**src/rtl/scrambler_tx_ctrl_if.sv**
```systemverilog
// Symbol bus between the ordered-set mux (master) and the per-lane TX scrambler (slave).
interface scrambler_tx_ctrl_if #(
  parameter int MAX_SYMBOLS = 4
);
  logic                     turn_off;
  logic [5:0]               pipe_width;
  logic                     in_valid;
  logic [8*MAX_SYMBOLS-1:0] in_data;
  logic [MAX_SYMBOLS-1:0]   in_datak;
  logic                     out_valid;
  logic [8*MAX_SYMBOLS-1:0] out_data;
  logic [MAX_SYMBOLS-1:0]   out_datak;
  logic [1:0]               lfsr_sel;

  modport master (
    output turn_off, pipe_width, in_valid, in_data, in_datak,
    input  out_valid, out_data, out_datak, lfsr_sel
  );

  modport slave (
    input  turn_off, pipe_width, in_valid, in_data, in_datak,
    output out_valid, out_data, out_datak, lfsr_sel
  );
endinterface

```
**src/rtl/scrambler_tx_ctrl.sv**
```systemverilog
// Per-lane Gen1/Gen2 TX scrambler: 1/2/4 symbols per beat, running LFSR chained lane to lane,
// COM reseeds, SKP holds, other K symbols advance. One registered stage.
module scrambler_tx_ctrl #(
  parameter int          MAX_SYMBOLS = 4,
  parameter logic [15:0] LFSR_SEED   = 16'hFFFF,
  parameter logic [7:0]  COM_SYM     = 8'hBC,
  parameter logic [7:0]  SKP_SYM     = 8'h1C
) (
  input  logic clk,
  input  logic reset_n,
  scrambler_tx_ctrl_if.slave bus
);

  // Returns {lfsr_after_8_steps, scrambled_byte}; bits processed LSB first.
  function automatic logic [23:0] scramble_byte(input logic [15:0] lfsr_in, input logic [7:0] din);
    logic [15:0] l;
    logic [7:0]  d;
    l = lfsr_in;
    d = '0;
    for (int b = 0; b < 8; b++) begin
      d[b] = din[b] ^ l[15];
      l    = {l[14:0], 1'b0} ^ (l[15] ? 16'h0039 : 16'h0000);
    end
    return {l, d};
  endfunction

  logic [15:0]              lfsr_p1;
  logic                     vld_p1;
  logic [8*MAX_SYMBOLS-1:0] data_p1;
  logic [MAX_SYMBOLS-1:0]   datak_p1;
  logic [1:0]               sel_p1;

  int                       nsym_p0;
  logic [1:0]               sel_p0;
  logic [15:0]              run_p0;
  logic [15:0]              lfsr_nxt_p0;
  logic [23:0]              sr_p0;
  logic [7:0]               sym_p0;
  logic [8*MAX_SYMBOLS-1:0] data_p0;
  logic [MAX_SYMBOLS-1:0]   datak_p0;

  // Stage p0: lane-serial scramble of the incoming beat
  always_comb begin
    nsym_p0     = MAX_SYMBOLS;
    sel_p0      = 2'd2;
    run_p0      = lfsr_p1;
    sr_p0       = '0;
    sym_p0      = '0;
    data_p0     = '0;
    datak_p0    = '0;
    lfsr_nxt_p0 = lfsr_p1;

    case (bus.pipe_width)
      6'd8:    begin nsym_p0 = 1; sel_p0 = 2'd0; end
      6'd16:   begin nsym_p0 = 2; sel_p0 = 2'd1; end
      6'd32:   nsym_p0 = 4;
      default: nsym_p0 = MAX_SYMBOLS;
    endcase
    if (nsym_p0 > MAX_SYMBOLS) nsym_p0 = MAX_SYMBOLS;

    for (int i = 0; i < MAX_SYMBOLS; i++) begin
      if (i < nsym_p0) begin
        sym_p0      = bus.in_data[8*i +: 8];
        datak_p0[i] = bus.in_datak[i];
        if (bus.turn_off) begin
          data_p0[8*i +: 8] = sym_p0;
        end else if (bus.in_datak[i]) begin
          data_p0[8*i +: 8] = sym_p0;
          if (sym_p0 == COM_SYM) begin
            run_p0 = LFSR_SEED;
          end else if (sym_p0 != SKP_SYM) begin
            sr_p0  = scramble_byte(run_p0, 8'h00);
            run_p0 = sr_p0[23:8];
          end
        end else begin
          sr_p0             = scramble_byte(run_p0, sym_p0);
          run_p0            = sr_p0[23:8];
          data_p0[8*i +: 8] = sr_p0[7:0];
        end
      end
    end

    if (bus.turn_off)      lfsr_nxt_p0 = LFSR_SEED;
    else if (bus.in_valid) lfsr_nxt_p0 = run_p0;
  end

  // Stage p1: output register; data holds across invalid cycles
  always_ff @(posedge clk) begin
    if (!reset_n) begin
      lfsr_p1  <= LFSR_SEED;
      vld_p1   <= 1'b0;
      data_p1  <= '0;
      datak_p1 <= '0;
      sel_p1   <= 2'd2;
    end else begin
      lfsr_p1 <= lfsr_nxt_p0;
      vld_p1  <= bus.in_valid;
      sel_p1  <= sel_p0;
      if (bus.in_valid) begin
        data_p1  <= data_p0;
        datak_p1 <= datak_p0;
      end
    end
  end

  assign bus.out_valid = vld_p1;
  assign bus.out_data  = data_p1;
  assign bus.out_datak = datak_p1;
  assign bus.lfsr_sel  = sel_p1;

endmodule

```
**src/flat_wrapper.sv**
```systemverilog
// flat-port wrapper written by rule: the top's interface ports become plain ports
module scrambler_tx_ctrl_flat 
#(
  parameter int          MAX_SYMBOLS = 4,
  parameter logic [15:0] LFSR_SEED   = 16'hFFFF,
  parameter logic [7:0]  COM_SYM     = 8'hBC,
  parameter logic [7:0]  SKP_SYM     = 8'h1C
)
  (clk, reset_n, bus_turn_off, bus_pipe_width, bus_in_valid, bus_in_data, bus_in_datak, bus_out_valid, bus_out_data, bus_out_datak, bus_lfsr_sel);
  scrambler_tx_ctrl_if #(.MAX_SYMBOLS(MAX_SYMBOLS)) bus_i ();
  input  logic clk;
  input  logic reset_n;
  input wire logic [$bits(bus_i.turn_off)-1:0] bus_turn_off;
  input wire logic [$bits(bus_i.pipe_width)-1:0] bus_pipe_width;
  input wire logic [$bits(bus_i.in_valid)-1:0] bus_in_valid;
  input wire logic [$bits(bus_i.in_data)-1:0] bus_in_data;
  input wire logic [$bits(bus_i.in_datak)-1:0] bus_in_datak;
  output wire logic [$bits(bus_i.out_valid)-1:0] bus_out_valid;
  output wire logic [$bits(bus_i.out_data)-1:0] bus_out_data;
  output wire logic [$bits(bus_i.out_datak)-1:0] bus_out_datak;
  output wire logic [$bits(bus_i.lfsr_sel)-1:0] bus_lfsr_sel;
  assign bus_i.turn_off = bus_turn_off;
  assign bus_i.pipe_width = bus_pipe_width;
  assign bus_i.in_valid = bus_in_valid;
  assign bus_i.in_data = bus_in_data;
  assign bus_i.in_datak = bus_in_datak;
  assign bus_out_valid = bus_i.out_valid;
  assign bus_out_data = bus_i.out_data;
  assign bus_out_datak = bus_i.out_datak;
  assign bus_lfsr_sel = bus_i.lfsr_sel;
  scrambler_tx_ctrl #(.MAX_SYMBOLS(MAX_SYMBOLS), .LFSR_SEED(LFSR_SEED), .COM_SYM(COM_SYM), .SKP_SYM(SKP_SYM)) u_core (.clk(clk), .reset_n(reset_n), .bus(bus_i));
endmodule
```
**config.mk**
```make
export PLATFORM = sky130hd
export DESIGN_NAME = scrambler_tx_ctrl_flat
export DESIGN_NICKNAME = d
export VERILOG_FILES = /design/src/rtl/scrambler_tx_ctrl_if.sv /design/src/rtl/scrambler_tx_ctrl.sv /design/src/flat_wrapper.sv
export SDC_FILE = /design/constraint.sdc
export NUM_CORES = 1
export LEC_CHECK = 0
export ABC_AREA = 1
export BUFFER_PORTS_ARGS = -buffer_cell sky130_fd_sc_hd__buf_2
export CAP_MARGIN = 20
export CORE_MARGIN = 2
export CORE_UTILIZATION = 45
export DETAILED_ROUTE_END_ITERATION = 10
export GPL_TIMING_DRIVEN = 0
export PLACE_DENSITY = 0.78
export SLEW_MARGIN = 0
export SYNTH_ARGS = -nofsm -noshare
export SYNTH_HDL_FRONTEND = slang
export SYNTH_SLANG_ARGS = --single-unit
```
**constraint.sdc**
```tcl
create_clock -name clk -period 2.45 [get_ports clk]
set_clock_uncertainty 0.05 [all_clocks]
set_input_delay 0.3675 -clock clk [delete_from_list [all_inputs] [get_ports clk]]
set_output_delay 0.3675 -clock clk [all_outputs]
set_load 0.02 [all_outputs]
```
# After elaboration in Yosys (flattened, before gate mapping)
# Index checks and enable logic that the tools add are counted.
[classes]
n_reduce_logical = 1
n_mux = 70
order_cmp = 5
bitwise_logic = 65
eq_ne = 10
[ops]
columns = ["op", "count"]
rows = [
  ["XOR 16 bit", 31],
  ["two-way mux 16 bit", 19],
  ["two-way mux 6 bit", 32],
  ["two-way mux 8 bit", 12],
  ["less-than comparator 3 x 32 -> 1 bit, first input constant", 2],
  ["equality test 8 bit, second input constant", 4],
  ["less-than comparator 1 x 32 -> 1 bit, first input constant", 1],
  ["less-than comparator 2 x 32 -> 1 bit, first input constant", 1],
  ["two-way mux 32 bit", 1],
  ["!= test 8 x 5 -> 1 bit, second input constant", 4],
  ["XOR 1 bit", 32],
  ["XOR 16 x 6 -> 16 bit", 1],
  ["equality test 6 x 4 -> 1 bit, second input constant", 1],
  ["equality test 6 x 5 -> 1 bit, second input constant", 1],
  ["case mux 3 bit (2 select lines)", 1],
  ["two-way mux 1 bit", 4],
  ["case mux 2 bit (2 select lines)", 1],
  ["greater-than comparator 3 bit, second input constant", 1],
  ["OR reduction 2 bit", 1],
  ["NOT 1 bit", 1],
]
[word_totals]
regBits = 55
wordCells = 156
input_bits = 46

# Longest topological paths before layout
[depth]
word_depth = 83
ltp_mapped = 30
ltp_nobuf = 29

# Least setup slack after synthesis
# OpenSTA, ideal clock, no wires.
[synth_path]
path_kind = "input-to-reg"
start = "in bus_pipe_width[2]"
end = "reg u_core.lfsr_p1[9]"
stages = 20
path_slack_ns = -0.241
setup_ns = 0.115
arrival_time_ns = 2.526
path_cell_list = "nor2_1 -> and3_1 -> inv_1 -> ha_1 -> nor2_1 -> inv_1 -> nor2_1 -> inv_1 -> nor2_1 -> nand3_1 -> nand2_2 -> nand2_1 -> nand3_1 -> nand2_1 -> nand2_1 -> nand2_1 -> nand2_1 -> nand2_1 -> nand2_1 -> nand2_1"
[synth_via]
elab_chain_len = 46
[synth_lines]
columns = ["item", "line", "text"]
rows = [
  ["start: declaration", "flat_wrapper.sv:14", "input wire logic [$bits(bus_i.pipe_width)-1:0] bus_pipe_width;"],
  ["equality test 6 x 5 -> 1 bit / equality test 6 x 4 -> 1 bit (equally long branches)", "scrambler_tx_ctrl.sv:53", "case (bus.pipe_width)"],
  ["case mux 3 bit (2 select lines) *", "scrambler_tx_ctrl.sv:53", ""],
  ["greater-than comparator 3 bit", "scrambler_tx_ctrl.sv:59", "if (nsym_p0 > MAX_SYMBOLS) nsym_p0 = MAX_SYMBOLS;"],
  ["two-way mux 32 bit *", "scrambler_tx_ctrl.sv:59", ""],
  ["less-than comparator 1 x 32 -> 1 bit", "scrambler_tx_ctrl.sv:62", "if (i < nsym_p0) begin"],
  ["two-way mux 16 bit", "scrambler_tx_ctrl.sv:62", ""],
  ["XOR 16 bit", "scrambler_tx_ctrl.sv:22", "l = {l[14:0], 1'b0} ^ (l[15] ? 16'h0039 : 16'h0000);"],
  ["two-way mux 6 bit / XOR 16 bit (equally long branches)", "scrambler_tx_ctrl.sv:22", ""],
  ["(+24 left out)", "n/a", ""],
  ["two-way mux 16 bit (on tied branches)", "scrambler_tx_ctrl.sv:65, scrambler_tx_ctrl.sv:62", ""],
  ["two-way mux 16 bit / XOR 16 bit (equally long branches)", "scrambler_tx_ctrl.sv:62, scrambler_tx_ctrl.sv:22", ""],
  ["XOR 16 bit / two-way mux 6 bit (equally long branches) (3 in series)", "scrambler_tx_ctrl.sv:22", ""],
  ["XOR 16 bit (5 in series)", "scrambler_tx_ctrl.sv:22", ""],
  ["two-way mux 16 bit", "scrambler_tx_ctrl.sv:71", "end else if (sym_p0 != SKP_SYM) begin"],
  ["two-way mux 16 bit", "scrambler_tx_ctrl.sv:69", "if (sym_p0 == COM_SYM) begin"],
  ["two-way mux 16 bit", "scrambler_tx_ctrl.sv:67", "end else if (bus.in_datak[i]) begin"],
  ["two-way mux 16 bit *", "scrambler_tx_ctrl.sv:62", ""],
  ["end signal: assignment", "scrambler_tx_ctrl.sv:96", "lfsr_p1 <= lfsr_nxt_p0;"],
  ["end: declaration", "scrambler_tx_ctrl.sv:27", "logic [15:0] lfsr_p1;"],
]
# Mark *: on every way between the ends. The rest lies on a longest branch, timed or not.
# A chain may end at the register's enable or synchronous reset.

# Final worst setup path
[layout_path]
start = "reg u_core.lfsr_p1[15]"
end = "reg u_core.lfsr_p1[5]"
[layout_via]
elab_chain_len = 54
[layout_lines]
columns = ["item", "line", "text"]
rows = [
  ["two-way mux 6 bit", "scrambler_tx_ctrl.sv:22", ""],
  ["XOR 16 bit (8 in series)", "scrambler_tx_ctrl.sv:22", ""],
  ["two-way mux 16 bit", "scrambler_tx_ctrl.sv:71", ""],
  ["two-way mux 16 bit", "scrambler_tx_ctrl.sv:69", ""],
  ["two-way mux 16 bit", "scrambler_tx_ctrl.sv:67", ""],
  ["two-way mux 16 bit", "scrambler_tx_ctrl.sv:65", "if (bus.turn_off) begin"],
  ["two-way mux 16 bit *", "scrambler_tx_ctrl.sv:62", ""],
  ["XOR 16 bit (5 in series)", "scrambler_tx_ctrl.sv:22", ""],
  ["(+24 left out)", "n/a", ""],
  ["two-way mux 6 bit / XOR 16 bit (equally long branches)", "scrambler_tx_ctrl.sv:22", ""],
  ["XOR 16 bit (2 in series)", "scrambler_tx_ctrl.sv:22", ""],
  ["XOR 16 bit / two-way mux 6 bit (equally long branches)", "scrambler_tx_ctrl.sv:22", ""],
  ["XOR 16 bit (3 in series)", "scrambler_tx_ctrl.sv:22", ""],
  ["two-way mux 16 bit", "scrambler_tx_ctrl.sv:71", ""],
  ["two-way mux 16 bit", "scrambler_tx_ctrl.sv:69", ""],
  ["two-way mux 16 bit", "scrambler_tx_ctrl.sv:67", ""],
  ["two-way mux 16 bit *", "scrambler_tx_ctrl.sv:62", ""],
]
# Marked as above.

==> results.txt <==
----------------------------------------------------
[Pwr]
  PwrDens ... ~470 nW/µm²
  Internal portion of total power ... approximately 2200 µW
  Share of total power consumed by net switching ... between 40 and 50%
  Reg power frac ... 25.4%
  Clock network fraction of design power ... 18.2%
  LEAKAGE ... roughly 0.0043 µW
  Power spent charging and discharging nets ... ~1800 µW
  Maximum VDD drop ... 267 µV
  Part of the power in combinational logic ... 56.4%

[Route]
  DRC marker count from the first detailed-route iteration ... slightly below 900
  M1 wire length ... between 8 and 9 mm
  Antenna viol nets, final ... 0
  Detail-routed via count per cell ... 5.63
  Avg WL per Cell ... 16.4 µm
  Uppermost layer routed ... met4
  Via Count ... roughly 7,800
  Remaining routing DRC violations ... 0
  Routed wl met3 ... 2.31 mm
  Number of detailed-route iterations in the first pass ... 7
  Post-detailed-routing wire length ... ~23 mm
  Total length of routed met2 wires ... around 11 mm

[Logic synthesis]
  Dominant cells by area after synthesis ... sky130_fd_sc_hd__nand2_1 25%, sky130_fd_sc_hd__dfxtp_1 19%, sky130_fd_sc_hd__nand3_1 13%
  Count of warnings emitted by yosys ... 0
  Share of async-settable or async-resettable flops after synthesis ... 0%
  Area leader, netlist ... sky130_fd_sc_hd__nand2_1
  Top cell types by occurrence after synthesis ... 389 x sky130_fd_sc_hd__nand2_1, 158 x sky130_fd_sc_hd__nand3_1, 107 x sky130_fd_sc_hd__inv_1, 74 x sky130_fd_sc_hd__a21oi_1, 55 x sky130_fd_sc_hd__dfxtp_1
  Netlist area before placement ... between 5000 and 6000 µm²
  Dominant cell by count in the synthesized netlist ... sky130_fd_sc_hd__nand2_1
  Number of enable flip-flop cells after synthesis ... 0
  Synthesized Nets ... 1,103
  Sequential area share after synthesis ... a little under a fifth
  Synth unique cells ... between 40 and 50
  Prevailing post-synth register cell ... sky130_fd_sc_hd__dfxtp_1
  Proportion of netlist area held by the largest area contributor ... around 25%
  Mapped Cells ... about 1,100
  Synthesized flop and latch total ... 55
  Mean cell area of the mapped netlist ... 5.60 µm²

[Worst setup path]
  Critical-path top delay cell ... sky130_fd_sc_hd__dfxtp_2
  Crit-path max FO ... 5
  CP peak stage delay ... about 330 ps
  Critical setup path kind ... flop to flop
  Most numerous cell on the critical path ... sky130_fd_sc_hd__nand2_1
  Sequence of cells on the critical path ... buf_6 > clkinvlp_4 > buf_6 > nand2_4 > nand3_2 > nand2_1 > nor2_2 > a21oi_4 > buf_6 > o21a_1 > a21boi_4 > buf_4 > nand2_2 > nand2_1 > nand2_1 > nand3_2 > nand2_2 > nand3_1 > nand2_1 > inv_1 > nand2_1 > nand2_1 > nand2_1
  Last element of the critical path ... u_core.lfsr_p1[5]
  Register-to-register path setup slack ... -420 ps
  Crit start category ... flop
  Endpoint arrival time on the critical path ... about 3000 ps
  Element type at the critical path end ... flop
  End of the worst register-to-register path ... u_core.lfsr_p1[5]
  Worst-case reg-to-reg path depth ... 23
  Launch instance of the worst register-to-register path ... u_core.lfsr_p1[15]
  Required time reported for the critical path endpoint ... between 2000 and 3000 ps
  Worst setup path startpoint ... u_core.lfsr_p1[15]

[Worst hold path]
  Min-delay src ... bus_in_datak[3]
  Class of the worst hold path ... primary input to flop

[CTS]
  CTS HTree Levels ... 2
  Insertion delay to the later sink of the worst-skew pair ... just over 300 ps
  Worst-case clock buffer depth ... 2
  Clock root buffer ... sky130_fd_sc_hd__clkbuf_16
  Clock tree from TritonCTS ... built
  CTS Hold Buffers Added ... 0
  Number of buffers added by the clock tree synthesis step ... 5
  Clock-pin slew of the registers on the worst-case setup and hold paths ... around 70 ps
  Clock sink count ... 55

[Timing]
  Setup repair after global routing missed its margin ... true
  Sum of negative setup slack ... -6620 ps
  Worst Setup Slack, final ... -422 ps
  Max Clk Rate ... 348 MHz
  Fin. max-slew vios ... 0
  Minimum period implied by the final worst setup slack ... approximately 2900 ps
  Final Cycle Share ... 117%
  Final count of hold timing violations ... 0
  Final-report setup violation count ... 25
  Worst max-slew margin expressed relative to the limit ... about 48%
  Actual slew at the worst max-slew pin ... 783 ps
  Hold Worst Slack ... between 200 and 300 ps

[Floorplanning]
  Overall die area ... between 10,000 and 15,000 µm²
  # IOs ... 85
  Row Count ... 41
  Core Box Area ... 12,700 µm²
  Initial Util ... 46.4%
  Die extent in x ... about 120 µm
  Vert. Die Dim ... 119 µm

[Global route]
  Pin count of the biggest net entering global routing ... 17
  Remaining global-route overflow ... 0
  Number of global-route vias before repair ... 7,005
  Combined global-route utilization of all metal layers ... between 30% and 40%
  Initial antenna violation count ... 0
  First-pass GRT wire length ... around 34 mm

[Place]
  Placement-stage worst setup slack ... -856 ps
  Half-perimeter wire length of the detailed placement result ... between 15 and 20 mm
  Placer Congestion ... between 1 and 1.5
  Port-buffer cells ... between 80 and 90
  Number of cells in the design after placement ... roughly 1,300

[Final layout]
  Share of post-route cells with drive strength above 1 ... 34.3%
  NumNets Final ... 1,268
  Util after Layout ... between 60% and 70%
  Number of antenna cells inserted ... 0
  Non-filler cells in the finished layout ... between 1,000 and 1,500
  Relative area change from synthesis to final layout ... 40.1%

[Outcome]
  Result of the run ... complete, but fails checks
  Violated checks ... setup timing

[Flow run]
  Max-capacitance violation count ... 0

----------------------------------------------------
-- critical path, delay by kind of cell (launching register included) --
family          cells  cell delay [ps]
compound gates      3              640
buf+inv             6              790
flops               1              330
simple gates       14              950
-- worst min path at each step --
stage | to | slack (ps) | cells after the start
6_report | u_core.bus.out_datak[3] | 300 | 3
4_1_cts | u_core.bus.out_datak[3] | 300 | 3
3_3_place_gp | u_core.bus.out_datak[2] | 400 | 2
2_1_floorplan | u_core.lfsr_p1[2] | 430 | 2
3_5_place_dp | u_core.bus.out_datak[1] | 400 | 2
5_1_grt | u_core.bus.out_datak[2] | 330 | 3
-- logic make-up after synthesis --
group,count (synthesis),synth area share (%)
xor+xnor,23,3.54
fa+ha+maj,3,0.636
flops,55,18.7
buf+inv,153,10.9
compound gates,138,13.3
simple gates,682,53.0
-- sequential cells by signal, summed over array words and instances, names as in the netlist --
register	count
u_core.bus.out_valid	1
u_core.bus.lfsr_sel	2
u_core.bus.out_datak	4
u_core.bus.out_data	32
u_core.lfsr_p1	16
-- power groups by stage --
| stage | Sequential (µW) | Clock, µW | Combinational (µW) |
|---|---|---|---|
| 3_5_place_dp | 1010 | 0 | 1580 |
| 2_1_floorplan | 1060 | 0 | 1080 |
| 5_1_grt | 1000 | 756 | 2380 |
| 6_report | 996 | 715 | 2210 |
| 4_1_cts | 994 | 725 | 1860 |
| 3_3_place_gp | 1010 | 0 | 1560 |
-- placed cells by master (no fill, tap or decap), drive strengths merged, types with 11 or more instances in the layout --
cell and instances:
buf 179, o21ai 37, xor2 17, nand2 422, dfxtp 55, a21oi 77
clkbuf 18, inv 113, nor2 59, o21bai 11, nand3 177
-- final cells by class --
type	instances	area (µm²)
Fill cell	1172	4460
Clock buffer	6	129
Multi-Input combinational cell	848	5000
Tap cell	172	215
Timing Repair Buffer	156	1080
Clock inverter	2	12.5
Buffer	37	241
Sequential cell	55	1100
Inverter	116	483
-- metrics by stage --
stage          cell area [µm²]  power, µW
6_report                  8270       3920
2_1_floorplan             5970       2140
3_3_place_gp              6600       2570
3_5_place_dp              6600       2590
5_1_grt                   8270       4140
4_1_cts                   7560       3580
-- per-layer routing --
metal	up-vias	GRT usage [%]
li1	3741	-
met2	455	49.0
met5	-	0
met1	3549	39.0
met4	0	12.8
met3	97	5.89
-- timing repair --
item,4_1_cts,5_1_grt
resized for setup,120,118
pin swaps,68,70
gates cloned,0,3
setup endpoints to repair,26,27
buffers inserted,53,22
(Power assumes the default switching activity.)
